`config.mk`:
```
export PLATFORM = sky130hd
export DESIGN_NAME = soc_system_sysid_ext
export DESIGN_NICKNAME = d
export VERILOG_FILES = /design/src/rtl/soc_system_sysid_ext.sv
export SDC_FILE = /design/constraint.sdc
export NUM_CORES = 1
export LEC_CHECK = 0
export BUFFER_PORTS_ARGS = -buffer_cell sky130_fd_sc_hd__buf_4
export CAP_MARGIN = 20
export CORE_ASPECT_RATIO = 0.7
export CORE_MARGIN = 2
export CORE_UTILIZATION = 47
export CTS_CLUSTER_SIZE = 16
export DETAILED_ROUTE_END_ITERATION = 8
export MAX_ROUTING_LAYER = met4
export PLACE_DENSITY = 0.82
export SYNTH_ARGS = -nofsm -noshare
export SYNTH_HDL_FRONTEND = slang
export SYNTH_SLANG_ARGS = --single-unit
```
`constraint.sdc`:
```
create_clock -name clock -period 1.02 [get_ports clock]
set_input_delay 0.102 -clock clock [delete_from_list [all_inputs] [get_ports clock]]
set_output_delay 0.102 -clock clock [all_outputs]
set_load 0.02 [all_outputs]
```
`src/rtl/soc_system_sysid_ext.sv`:
```
// System ID block: constant ID/timestamp/capability words, a scratch register,
// user constants and an optional 64-bit uptime counter (SOC_SYSTEM_SYSID_UPTIME_EN).
module soc_system_sysid_ext #(
  parameter logic [31:0]  ID_VALUE       = 32'h5925_2795,
  parameter logic [31:0]  TIMESTAMP      = 32'hACD5_C882,
  parameter int           NUM_USER_WORDS = 2,
  parameter logic [255:0] USER_WORDS     = 256'h0,
  parameter int           READ_LATENCY   = 1,
  parameter logic [31:0]  SCRATCH_INIT   = 32'h0
) (
  input  logic        clock,
  input  logic        reset,
  input  logic [3:0]  address,
  input  logic        read,
  input  logic        write,
  input  logic [31:0] writedata,
  output logic [31:0] readdata,
  output logic        readdatavalid
);

`ifdef SOC_SYSTEM_SYSID_UPTIME_EN
  localparam logic UPTIME_BIT = 1'b1;
`else
  localparam logic UPTIME_BIT = 1'b0;
`endif

  localparam logic [4:0]  NUW5 = 5'(NUM_USER_WORDS);
  localparam logic [31:0] CAP  = {8'h02, 7'd0, UPTIME_BIT, 4'd0,
                                  4'(READ_LATENCY), 8'(NUM_USER_WORDS)};

  logic [31:0] r_scratch;
  logic [31:0] w_up_lo;
  logic [31:0] w_up_hi;
  logic [31:0] w_user [8];
  logic [4:0]  w_uoff;
  logic [31:0] w_rd_data;

  for (genvar k = 0; k < 8; k++) begin : g_user
    assign w_user[k] = USER_WORDS[k*32 +: 32];
  end

  assign w_uoff = {1'b0, address} - 5'd6;

  // Read data is taken from current state, so a read in the same cycle as a
  // write sees the pre-write value.
  always_comb begin
    w_rd_data = 32'h0;
    case (address)
      4'd0:    w_rd_data = ID_VALUE;
      4'd1:    w_rd_data = TIMESTAMP;
      4'd2:    w_rd_data = CAP;
      4'd3:    w_rd_data = r_scratch;
      4'd4:    w_rd_data = w_up_lo;
      4'd5:    w_rd_data = w_up_hi;
      default: if (w_uoff < NUW5) w_rd_data = w_user[w_uoff[2:0]];
    endcase
  end

  always_ff @(posedge clock) begin
    if (reset) begin
      r_scratch <= SCRATCH_INIT;
    end else if (write && address == 4'd3) begin
      r_scratch <= writedata;
    end
  end

`ifdef SOC_SYSTEM_SYSID_UPTIME_EN
  logic [63:0] r_uptime;
  logic [31:0] r_shadow;

  // Reading the low half snapshots the high half so a lo/hi pair is coherent.
  always_ff @(posedge clock) begin
    if (reset) begin
      r_uptime <= 64'h0;
      r_shadow <= 32'h0;
    end else begin
      if (write && address == 4'd4) r_uptime <= 64'h0;
      else                          r_uptime <= r_uptime + 64'd1;
      if (read && address == 4'd4)  r_shadow <= r_uptime[63:32];
    end
  end

  assign w_up_lo = r_uptime[31:0];
  assign w_up_hi = r_shadow;
`else
  assign w_up_lo = 32'h0;
  assign w_up_hi = 32'h0;
`endif

  // Read pipeline: valid bits shift every cycle; a data stage only loads when
  // a valid result enters it, so the last stage holds the last returned word.
  logic [READ_LATENCY-1:0]       r_vld;
  logic [READ_LATENCY-1:0][31:0] r_dat;

  always_ff @(posedge clock) begin
    if (reset) begin
      r_vld <= '0;
      r_dat <= '0;
    end else begin
      r_vld[0] <= read;
      if (read) r_dat[0] <= w_rd_data;
      for (int k = 1; k < READ_LATENCY; k++) begin
        r_vld[k] <= r_vld[k-1];
        if (r_vld[k-1]) r_dat[k] <= r_dat[k-1];
      end
    end
  end

  assign readdata      = r_dat[READ_LATENCY-1];
  assign readdatavalid = r_vld[READ_LATENCY-1];

endmodule

```
==> results of run 1 <==
==> placed cells by master (no fill, tap or decap), drive strengths merged <==
master	instances
a31oi	4
a32oi	6
a22oi	1
mux2i	32
and4bb	1
dfxtp	65
clkbuf	10
o21ai	19
buf	93
a21bo	1
nor3b	1
bufinv	2
a21oi	11
nand2	30
nor2b	11
nand3	1
and3	1
and2	1
nor4	1
nand2b	64
inv	2
clkinvlp	1
o31ai	1
nor2	10
nand3b	1
clkinv	3
o2111ai	1
==> metal layers <==
| metal | track usage | wire length, µm | vias to the layer above |
|---|---|---|---|
| li1 | - | - | 1122 |
| met1 | 0.2467 | 2777 | 1010 |
| met2 | 0.3422 | 2894 | 71 |
| met3 | 0.07813 | 372 | 6 |
| met4 | 0.04891 | 60 | 0 |
| met5 | - | 0 | - |
==> stage by stage <==
step / worst slack [ns] / TNS, ns / area, µm²
after CTS: 0.04232 / 0 / 3640
final: 0.05563 / 0 / 3642
after floorplan: 0.006925 / 0 / 2713
after global routing: 0.02442 / 0 / 3642
after global placement: -0.1885 / -8.000 / 3430
after detailed placement: -0.2901 / -11.64 / 3430
==> sequential cells by signal, indices dropped and copies added (netlist names) <==
register / flops
r_scratch: 32
readdata: 32
readdatavalid: 1
==> report_power, final <==
| group | internal, mW | leakage (nW) | switching [mW] |
|---|---|---|---|
| registers | 2.57 | 0.525 | 0.0181 |
| clock network | 1.36 | 0.106 | 0.954 |
| logic | 0.269 | 0.817 | 0.213 |
| total | 4.20 | 1.45 | 1.19 |
==> layout make-up <==
| cell class | count | area, µm² | share of cell area |
|---|---|---|---|
| clock inverter | 6 | 82.58 | 0.02267 |
| sequential | 65 | 1301 | 0.3573 |
| multi-input combinational | 198 | 1269 | 0.3483 |
| tap | 75 | 93.84 | 0.02576 |
| timing repair buffer | 93 | 760.7 | 0.2089 |
| clock buffer | 10 | 127.6 | 0.03504 |
| inverter | 2 | 7.507 | 0.002061 |
==> cell families (layout without fill, tap and decap cells) <==
| kind of cell | count (synthesis) | count (layout) |
|---|---|---|
| flops | 65 | 65 |
| mux | 32 | 32 |
| buf+inv | 21 | 111 |
| compound gates | 44 | 44 |
| simple gates | 122 | 122 |
==> worst max-delay path by stage <==
stage,slack [ns],to,cells after the start,startpoint
6_report,0.06,readdata[25],1,readdata[25]$_SDFFE_PP0P_
5_1_grt,0.02,readdata[25],1,readdata[25]$_SDFFE_PP0P_
4_1_cts,0.04,readdata[25],1,readdata[25]$_SDFFE_PP0P_
3_5_place_dp,-0.29,r_scratch[7]$_SDFFE_PP0P_,5,address[3]
3_3_place_gp,-0.19,r_scratch[17]$_SDFFE_PP0P_,5,address[3]
2_1_floorplan,0.007,r_scratch[0]$_SDFFE_PP0P_,5,address[3]
==> cells in the mapped netlist, drive strengths merged <==
master   count  area, µm²
and4bb       1      12.51
nor2b       11      68.82
inv          2      7.510
o31ai        1      7.510
nand3b       1      7.510
a31oi        4      25.02
buf          7      92.59
a21bo        1      10.01
dfxtp       65       1301
nand2b      64      400.4
o2111ai      1      8.760
mux2i       32      320.3
nand3        1      5.000
nor2        10      37.54
nand2       30      112.6
and2         1      8.760
a21oi       11      55.05
a32oi        6      52.55
and3         1      11.26
o21ai       19      95.09
a22oi        1      7.510
clkbuf      12      45.04
nor3b        1      7.510
nor4         1      12.51
==> timing repair <==
action,CTS,global route
hold endpoints to repair,0,0
gates resized for setup,0,1
setup endpoints to repair,0,1
hold buffers,0,0
==> results.toml, run 1 <==
[synthesis]
syn_area_mm2 = 0.002713
synth_cell_types = 26
post_synth_and_or_nand_nor_area_fraction = 0.2523
synth_compound_area_frac = 0.09640
yosysWarnings = 0
synth_xor_area_frac = 0
synth.avg_cell_area_um2 = 9.551
seq_area_frac_synth = 0.4797
synth_top_family_by_area = "simple AND/OR/NAND/NOR gates"
synth_cells = 284
ys_ff_latch = 65
synth_fp_nets = 324
synth-adder-area-share = 0
synth_mux_area_frac = 0.1181

[run]
maxCapViolCount = 0

[drt]
vias = 2209
avgViaCountPerCell = 4.920
dr.pass1.iters = 4
wirelength_um = 6104
wire_per_inst_um = 13.59
drcViolationCount = 0
ant_nets = 0
drtIter0Drc = 78

[floorplanning]
io_pins = 73
rows = 23
coreArea_mm2 = 0.005640
die_width_um = 94.80
die_area_mm2 = 0.006405
die_h_um = 67.56
start_util = 0.4809

[setup_path]
reg2reg_slack_ns = 0.22
r2r_start = "r_scratch[8]$_SDFFE_PP0P_"
cp_max_fo = 2
criticalPathCategory = "register to primary output"
r2r_end = "readdata[8]$_SDFFE_PP0P_"
path_cells = "buf_4"
path_buf_inv = 1
required_ns = 0.92
critical-path-top-delay-family = "flip-flops"
reg2regPathDepth = 3
cp.arrival_ns = 0.86
slowest_stage = "dfxtp_1"
end_kind = "primary output"
cp-start-kind = "register"
cp_slowest_stage_delay_ns = 0.37

[pwr]
leakage_nw = 1.448
ir_worst_vdd_v = 0.0008793
powerDensity_mw_per_mm2 = 1479
p_total_mw = 5.387

[sta]
max_freq_ghz = 1.037
relSlewSlack = 0.7525
setup_viol = 0
period_needed_ns = 0.9644
hold_violations = 0
skew_ns = 0.004011
worstMarginPinSlew_ns = 0.3708
rsz0062_at_grt = "no"
hold_ws_ns = 0.02846
slew_violations = 0
post-route-period-util = 0.9455

[global_route]
antenna_found_initial = 0
grt_pass1_wl_um = 9729
grt-ovfl-total = 0
grt_max_degree = 57
grt_pass1_vias = 2124
track_usage = 0.2089

[cts]
cts_made_buffers = 9
cts_max_level = 3
cts_sinks = 65
cts_tree = "built"
cts_root_buf = "clkbuf_8"
cts_setup_buffers = 0
cts.clk_slew.worst_paths_ns = 0.07
worst_skew_pair.late_latency_ns = 0.34
cts.path.max_buffers = 2

[layout]
n_antenna_cell = 0
stdcell_count = 449
fin_nets = 409
layout-drive-gt1-share = 0.3048
syn_to_final_growth_pct = 34.27
fillers = 493
fin_util = 0.6457

[place]
dp_hpwl_um = 4354
place.gp.congestion = 0.7900
io_buffer_count = 72
dp_cells = 433

[hold_path]
holdPathStages = 3
hold_path_end = "r_scratch[9]$_SDFFE_PP0P_"
hp-start = "writedata[9]"
hp-class = "input pin to register"

[run_status]
status = "finished, final reports clean"
Power figures use the tool's default switching activity.
==> inputs of run 2 (changes only) <==
--- a/config.mk
+++ b/config.mk
@@ -9,11 +9,11 @@
 export CAP_MARGIN = 20
 export CORE_ASPECT_RATIO = 0.7
 export CORE_MARGIN = 2
-export CORE_UTILIZATION = 47
+export CORE_UTILIZATION = 52
 export CTS_CLUSTER_SIZE = 16
 export DETAILED_ROUTE_END_ITERATION = 8
 export MAX_ROUTING_LAYER = met4
-export PLACE_DENSITY = 0.82
+export PLACE_DENSITY = 0.86
 export SYNTH_ARGS = -nofsm -noshare
 export SYNTH_HDL_FRONTEND = slang
 export SYNTH_SLANG_ARGS = --single-unit
==> constraint.sdc (replaced) <==
create_clock -name clock -period 1.1 [get_ports clock]
set_input_delay 0.11 -clock clock [delete_from_list [all_inputs] [get_ports clock]]
set_output_delay 0.11 -clock clock [all_outputs]
set_load 0.02 [all_outputs]
==> run 2 against run 1 <==
Compared with the run above:
- clock power is 8% lower
- worst setup slack better by 0.081 ns
- non-clock buffer count is 6 lower
- critical endpoint is now readdata[21]
- combinational power is 12% lower
- critical path type unchanged
- critical path depth stayed put
==> results.toml, run 2 (synthesis gave the netlist of run 1 again) <==
[run_status]
status = "finished, final reports clean"

[drt]
wirelength_um = 6150
drcViolationCount = 0
ant_nets = 0
vias = 2214
drtIter0Drc = 100
avgViaCountPerCell = 5.066
wire_per_inst_um = 14.07
dr.pass1.iters = 4

[pwr]
power_frac_comb = 0.085
power.switching_mw = 1.089
p_total_mw = 4.963
intPower_mw = 3.874
p_sw_frac = 0.2194
powerDensity_mw_per_mm2 = 1397
clockPowerShare = 0.431
seq_power_share = 0.483
leakage_nw = 1.409
ir_worst_vdd_v = 0.0009565

[place]
place_ws_ns = -0.1110
dp_hpwl_um = 4217
postPlaceCellArea_mm2 = 0.003332
io_buffer_count = 72
place.gp.congestion = 0.7595
dp_cells = 420

[sta]
rsz0062_at_grt = "no"
worstMarginPinSlew_ns = 0.3561
slew_violations = 0
setup_viol = 0
worst_slack_ns = 0.1369
max_freq_ghz = 1.038
hold_violations = 0
post-route-period-util = 0.8755
period_needed_ns = 0.9631
relSlewSlack = 0.7623
skew_ns = 0.004631

[floorplanning]
io_pins = 73
die_h_um = 64.43
die_area_mm2 = 0.005820
die_width_um = 90.33
start_util = 0.5521
coreArea_mm2 = 0.004913
rows = 21

[setup_path]
critical-path-top-delay-family = "flip-flops"
path_cells = "buf_4"
reg2reg_slack_ns = 0.26
reg2regPathDepth = 3
slowest_stage = "dfxtp_1"
path_buf_inv = 1
r2r_end = "readdata[8]$_SDFFE_PP0P_"
cp-start-kind = "register"
criticalPathCategory = "register to primary output"
cp_slowest_stage_delay_ns = 0.36
cp_max_fo = 2
end_kind = "primary output"
r2r_start = "r_scratch[8]$_SDFFE_PP0P_"
cp.arrival_ns = 0.85
required_ns = 0.99

[cts]
cts.clk_slew.worst_paths_ns = 0.07
cts_root_buf = "clkbuf_8"
cts_max_level = 3
cts.path.max_buffers = 2
cts_setup_buffers = 0
worst_skew_pair.late_latency_ns = 0.34
cts_tree = "built"
cts_made_buffers = 9
cts_sinks = 65

[hold_path]
holdPathStages = 3
hp-start = "writedata[24]"
hp-class = "input pin to register"
hold_path_end = "r_scratch[24]$_SDFFE_PP0P_"

[global_route]
grt_max_degree = 43
grt-ovfl-total = 0
grt_pass1_wl_um = 10460
track_usage = 0.2358
grt_pass1_vias = 2208
antenna_found_initial = 0

[layout]
syn_to_final_growth_pct = 30.95
n_antenna_cell = 0
fillers = 382
layout-drive-gt1-share = 0.2880
stdcell_count = 437
mostFrequentLayoutCells = "84 x buf_4, 65 x dfxtp_1, 64 x nand2b_1"
fin_nets = 403
final_common_cell = "buf_4"
final_area_mm2 = 0.003552

[run]
maxCapViolCount = 0
[run 2: cell type report]
| class | count | area, µm² | share of cell area |
|---|---|---|---|
| Sequential cell | 65 | 1301 | 0.3663 |
| Clock inverter | 6 | 82.58 | 0.02325 |
| Clock buffer | 10 | 127.6 | 0.03593 |
| Timing Repair Buffer | 87 | 680.7 | 0.1916 |
| Inverter | 2 | 7.507 | 0.002113 |
| Tap cell | 69 | 86.33 | 0.02430 |
| Multi-Input combinational cell | 198 | 1266 | 0.3565 |
[run 2: per-layer routing]
layer	part of all wire	track usage
met5	0	-
met4	0.022	0.08654
met2	0.45	0.3571
met3	0.071	0.1012
met1	0.46	0.2832
[run 2: how the worst max path moves through the flow]
stage | cells past startpoint | to | from
floorplan | 5 | r_scratch[0]$_SDFFE_PP0P_ | address[3]
global placement | 5 | readdata[31]$_SDFFE_PP0P_ | address[3]
detailed placement | 5 | readdata[14]$_SDFFE_PP0P_ | address[3]
CTS | 1 | readdata[18] | readdata[18]$_SDFFE_PP0P_
global route | 1 | readdata[21] | readdata[21]$_SDFFE_PP0P_
finish | 1 | readdata[21] | readdata[21]$_SDFFE_PP0P_
[run 2: power groups by stage]
| stage | Combinational, mW | Clock [mW] | Sequential, mW |
|---|---|---|---|
| 2_1_floorplan | 0.198 | 0 | 2.47 |
| 3_3_place_gp | 0.408 | 0 | 2.45 |
| 3_5_place_dp | 0.415 | 0 | 2.45 |
| 4_1_cts | 0.421 | 2.19 | 2.40 |
| 5_1_grt | 0.460 | 2.31 | 2.40 |
| 6_report | 0.422 | 2.14 | 2.40 |
[run 2: timing repair]
| action | in CTS | in global routing |
|---|---|---|
| gates resized for setup | 0 | 0 |
| hold endpoints to repair | 1 | 0 |
| hold buffers | 1 | 0 |
[run 2: metrics by stage]
step           hold slack [ns]  utilization  TNS [ns]
2_1_floorplan           0.2044            -         0
3_3_place_gp            0.3526       0.6781   -0.2335
3_5_place_dp            0.3588       0.6781    -1.806
4_1_cts                0.02139       0.7229         0
5_1_grt                0.02686       0.7229         0
6_report               0.03645       0.7229         0
==> inputs of run 3 (changes only) <==
--- a/config.mk
+++ b/config.mk
@@ -14,6 +14,7 @@
 export DETAILED_ROUTE_END_ITERATION = 8
 export MAX_ROUTING_LAYER = met4
 export PLACE_DENSITY = 0.86
+export RECOVER_POWER = 25
 export SYNTH_ARGS = -nofsm -noshare
 export SYNTH_HDL_FRONTEND = slang
 export SYNTH_SLANG_ARGS = --single-unit
==> run 3 against run 2 <==
Compared with the run above:
- critical path depth up 4
- first-iteration DRC count down 22%
- global-route usage unchanged
- critical path type is now input pin to register
- critical endpoint is now r_scratch[11]$_SDFFE_PP0P_
- largest cell class unchanged
==> results.toml, run 3 (synthesis gave the netlist of run 1 again) <==
[run_status]
status = "finished, final reports clean"

[sta]
rsz0062_at_grt = "no"
period_needed_ns = 1.024
slew_violations = 0
setup_viol = 0
skew_ns = 0.004133
post-route-period-util = 0.9310
max_freq_ghz = 0.9765
hold_violations = 0
worstMarginPinSlew_ns = 0.3502
fin_tns_setup_ns = 0
relSlewSlack = 0.7663

[setup_path]
cp_max_fo = 16
path_cells = "clkbuf_4 -> nor2_1 -> and3_1 -> clkbuf_4 -> mux2i_1"
criticalPathCategory = "input pin to register"
path_buf_inv = 2
end_kind = "register"
critical-path-top-delay-family = "buffers and inverters"
reg2regPathDepth = 3
r2r_end = "readdata[8]$_SDFFE_PP0P_"
reg2reg_slack_ns = 0.27
endpoint = "r_scratch[11]$_SDFFE_PP0P_"
startpoint = "address[3]"
cp.depth = 5
cp_slowest_stage_delay_ns = 0.36
r2r_start = "r_scratch[8]$_SDFFE_PP0P_"
cp_common_cell = "clkbuf_4"
slowest_stage = "clkbuf_4"
required_ns = 1.36
cp-start-kind = "input pin"
cp.arrival_ns = 1.28

[layout]
final_area_mm2 = 0.003527
multi_input_area_mm2 = 0.001261
fin_nets = 403
mostFrequentLayoutCells = "81 x buf_4, 65 x dfxtp_1, 64 x nand2b_1"
seq_area_mm2 = 0.001301
n_antenna_cell = 0
fillers = 388
final_common_cell = "buf_4"
layout-drive-gt1-share = 0.2799
syn_to_final_growth_pct = 30.03

[hold_path]
holdPathStages = 3
hp-class = "input pin to register"

[global_route]
antenna_found_initial = 0
grt-ovfl-total = 0
grt_pass1_vias = 2208
grt_pass1_wl_um = 10460
track_usage = 0.2358
grt_max_degree = 43

[floorplanning]
coreArea_mm2 = 0.004913
start_util = 0.5521
rows = 21
io_pins = 73
die_width_um = 90.33
die_h_um = 64.43
die_area_mm2 = 0.005820

[cts]
cts.path.max_buffers = 2
cts_max_level = 3
cts_setup_buffers = 0
cts_resized = 0
cts_root_buf = "clkbuf_8"
cts_sinks = 65
worst_skew_pair.late_latency_ns = 0.34
cts_tree = "built"
cts.clk_slew.worst_paths_ns = 0.07
cts_made_buffers = 9

[place]
io_buffer_count = 72
postPlaceCellArea_mm2 = 0.003332
place.gp.congestion = 0.7595
dp_hpwl_um = 4217

[drt]
dr.pass1.iters = 4
drcViolationCount = 0
ant_nets = 0
avgViaCountPerCell = 5.080
wire_per_inst_um = 14.14
drtIter0Drc = 78
vias = 2220
wirelength_um = 6180

[pwr]
p_total_mw = 4.960
powerDensity_mw_per_mm2 = 1406
ir_worst_vdd_v = 0.0009550
leakage_nw = 1.400

[run]
maxCapViolCount = 0
## run 3: final cells by class
cell class,count,share of cell area
multi-input cells,198,0.3576
repair buffers,87,0.1873
clock inverters,6,0.02341
inverters,2,0.002128
clock buffers,10,0.03618
flip-flops and latches,65,0.3689
well taps,69,0.02448
## run 3: power by group
| group | internal (mW) | switching [mW] | total, mW | leakage [nW] |
|---|---|---|---|---|
| sequential | 2.38 | 0.0163 | 2.40 | 0.525 |
| clock | 1.26 | 0.881 | 2.14 | 0.106 |
| combinational | 0.222 | 0.194 | 0.416 | 0.769 |
## run 3: routing by layer
layer	wire, µm	GRT usage	up-vias
li1	-	-	1104
met1	2833	0.2832	1025
met2	2776	0.3571	76
met3	437	0.1012	15
met4	133	0.08654	0
met5	0	-	-
## run 3: how the worst min path moves through the flow
stage,start,endpoint,slack (ns)
after floorplan,reset,readdatavalid$_SDFF_PP0_,0.20
after global placement,reset,readdatavalid$_SDFF_PP0_,0.35
after detailed placement,reset,readdatavalid$_SDFF_PP0_,0.36
after CTS,writedata[5],r_scratch[5]$_SDFFE_PP0P_,0.02
after global routing,writedata[16],r_scratch[16]$_SDFFE_PP0P_,0.03
final,writedata[24],r_scratch[24]$_SDFFE_PP0P_,0.04
## run 3: per-stage QoR
stage                       util  hold slack (ns)  cells  setup slack, ns
after floorplan                -           0.2044    284          0.07893
after global placement    0.6781           0.3526    420         -0.02247
after detailed placement  0.6781           0.3588    420          -0.1110
after CTS                 0.7229          0.02139    437           0.1175
after global routing      0.7179          0.02686    437          0.06246
final                     0.7179          0.03592    437          0.07593
## run 3: worst reg2reg max path: cells and delay by family, from the launching register on
family | cells | cell delay (ns)
compound gates | 2 | 0.35
flops | 1 | 0.32
simple gates | 1 | 0.06
## run 3: timing repair
item,4_1_cts,5_1_grt
hold buffers,1,0
setup endpoints to repair,0,0
hold endpoints to repair,1,0
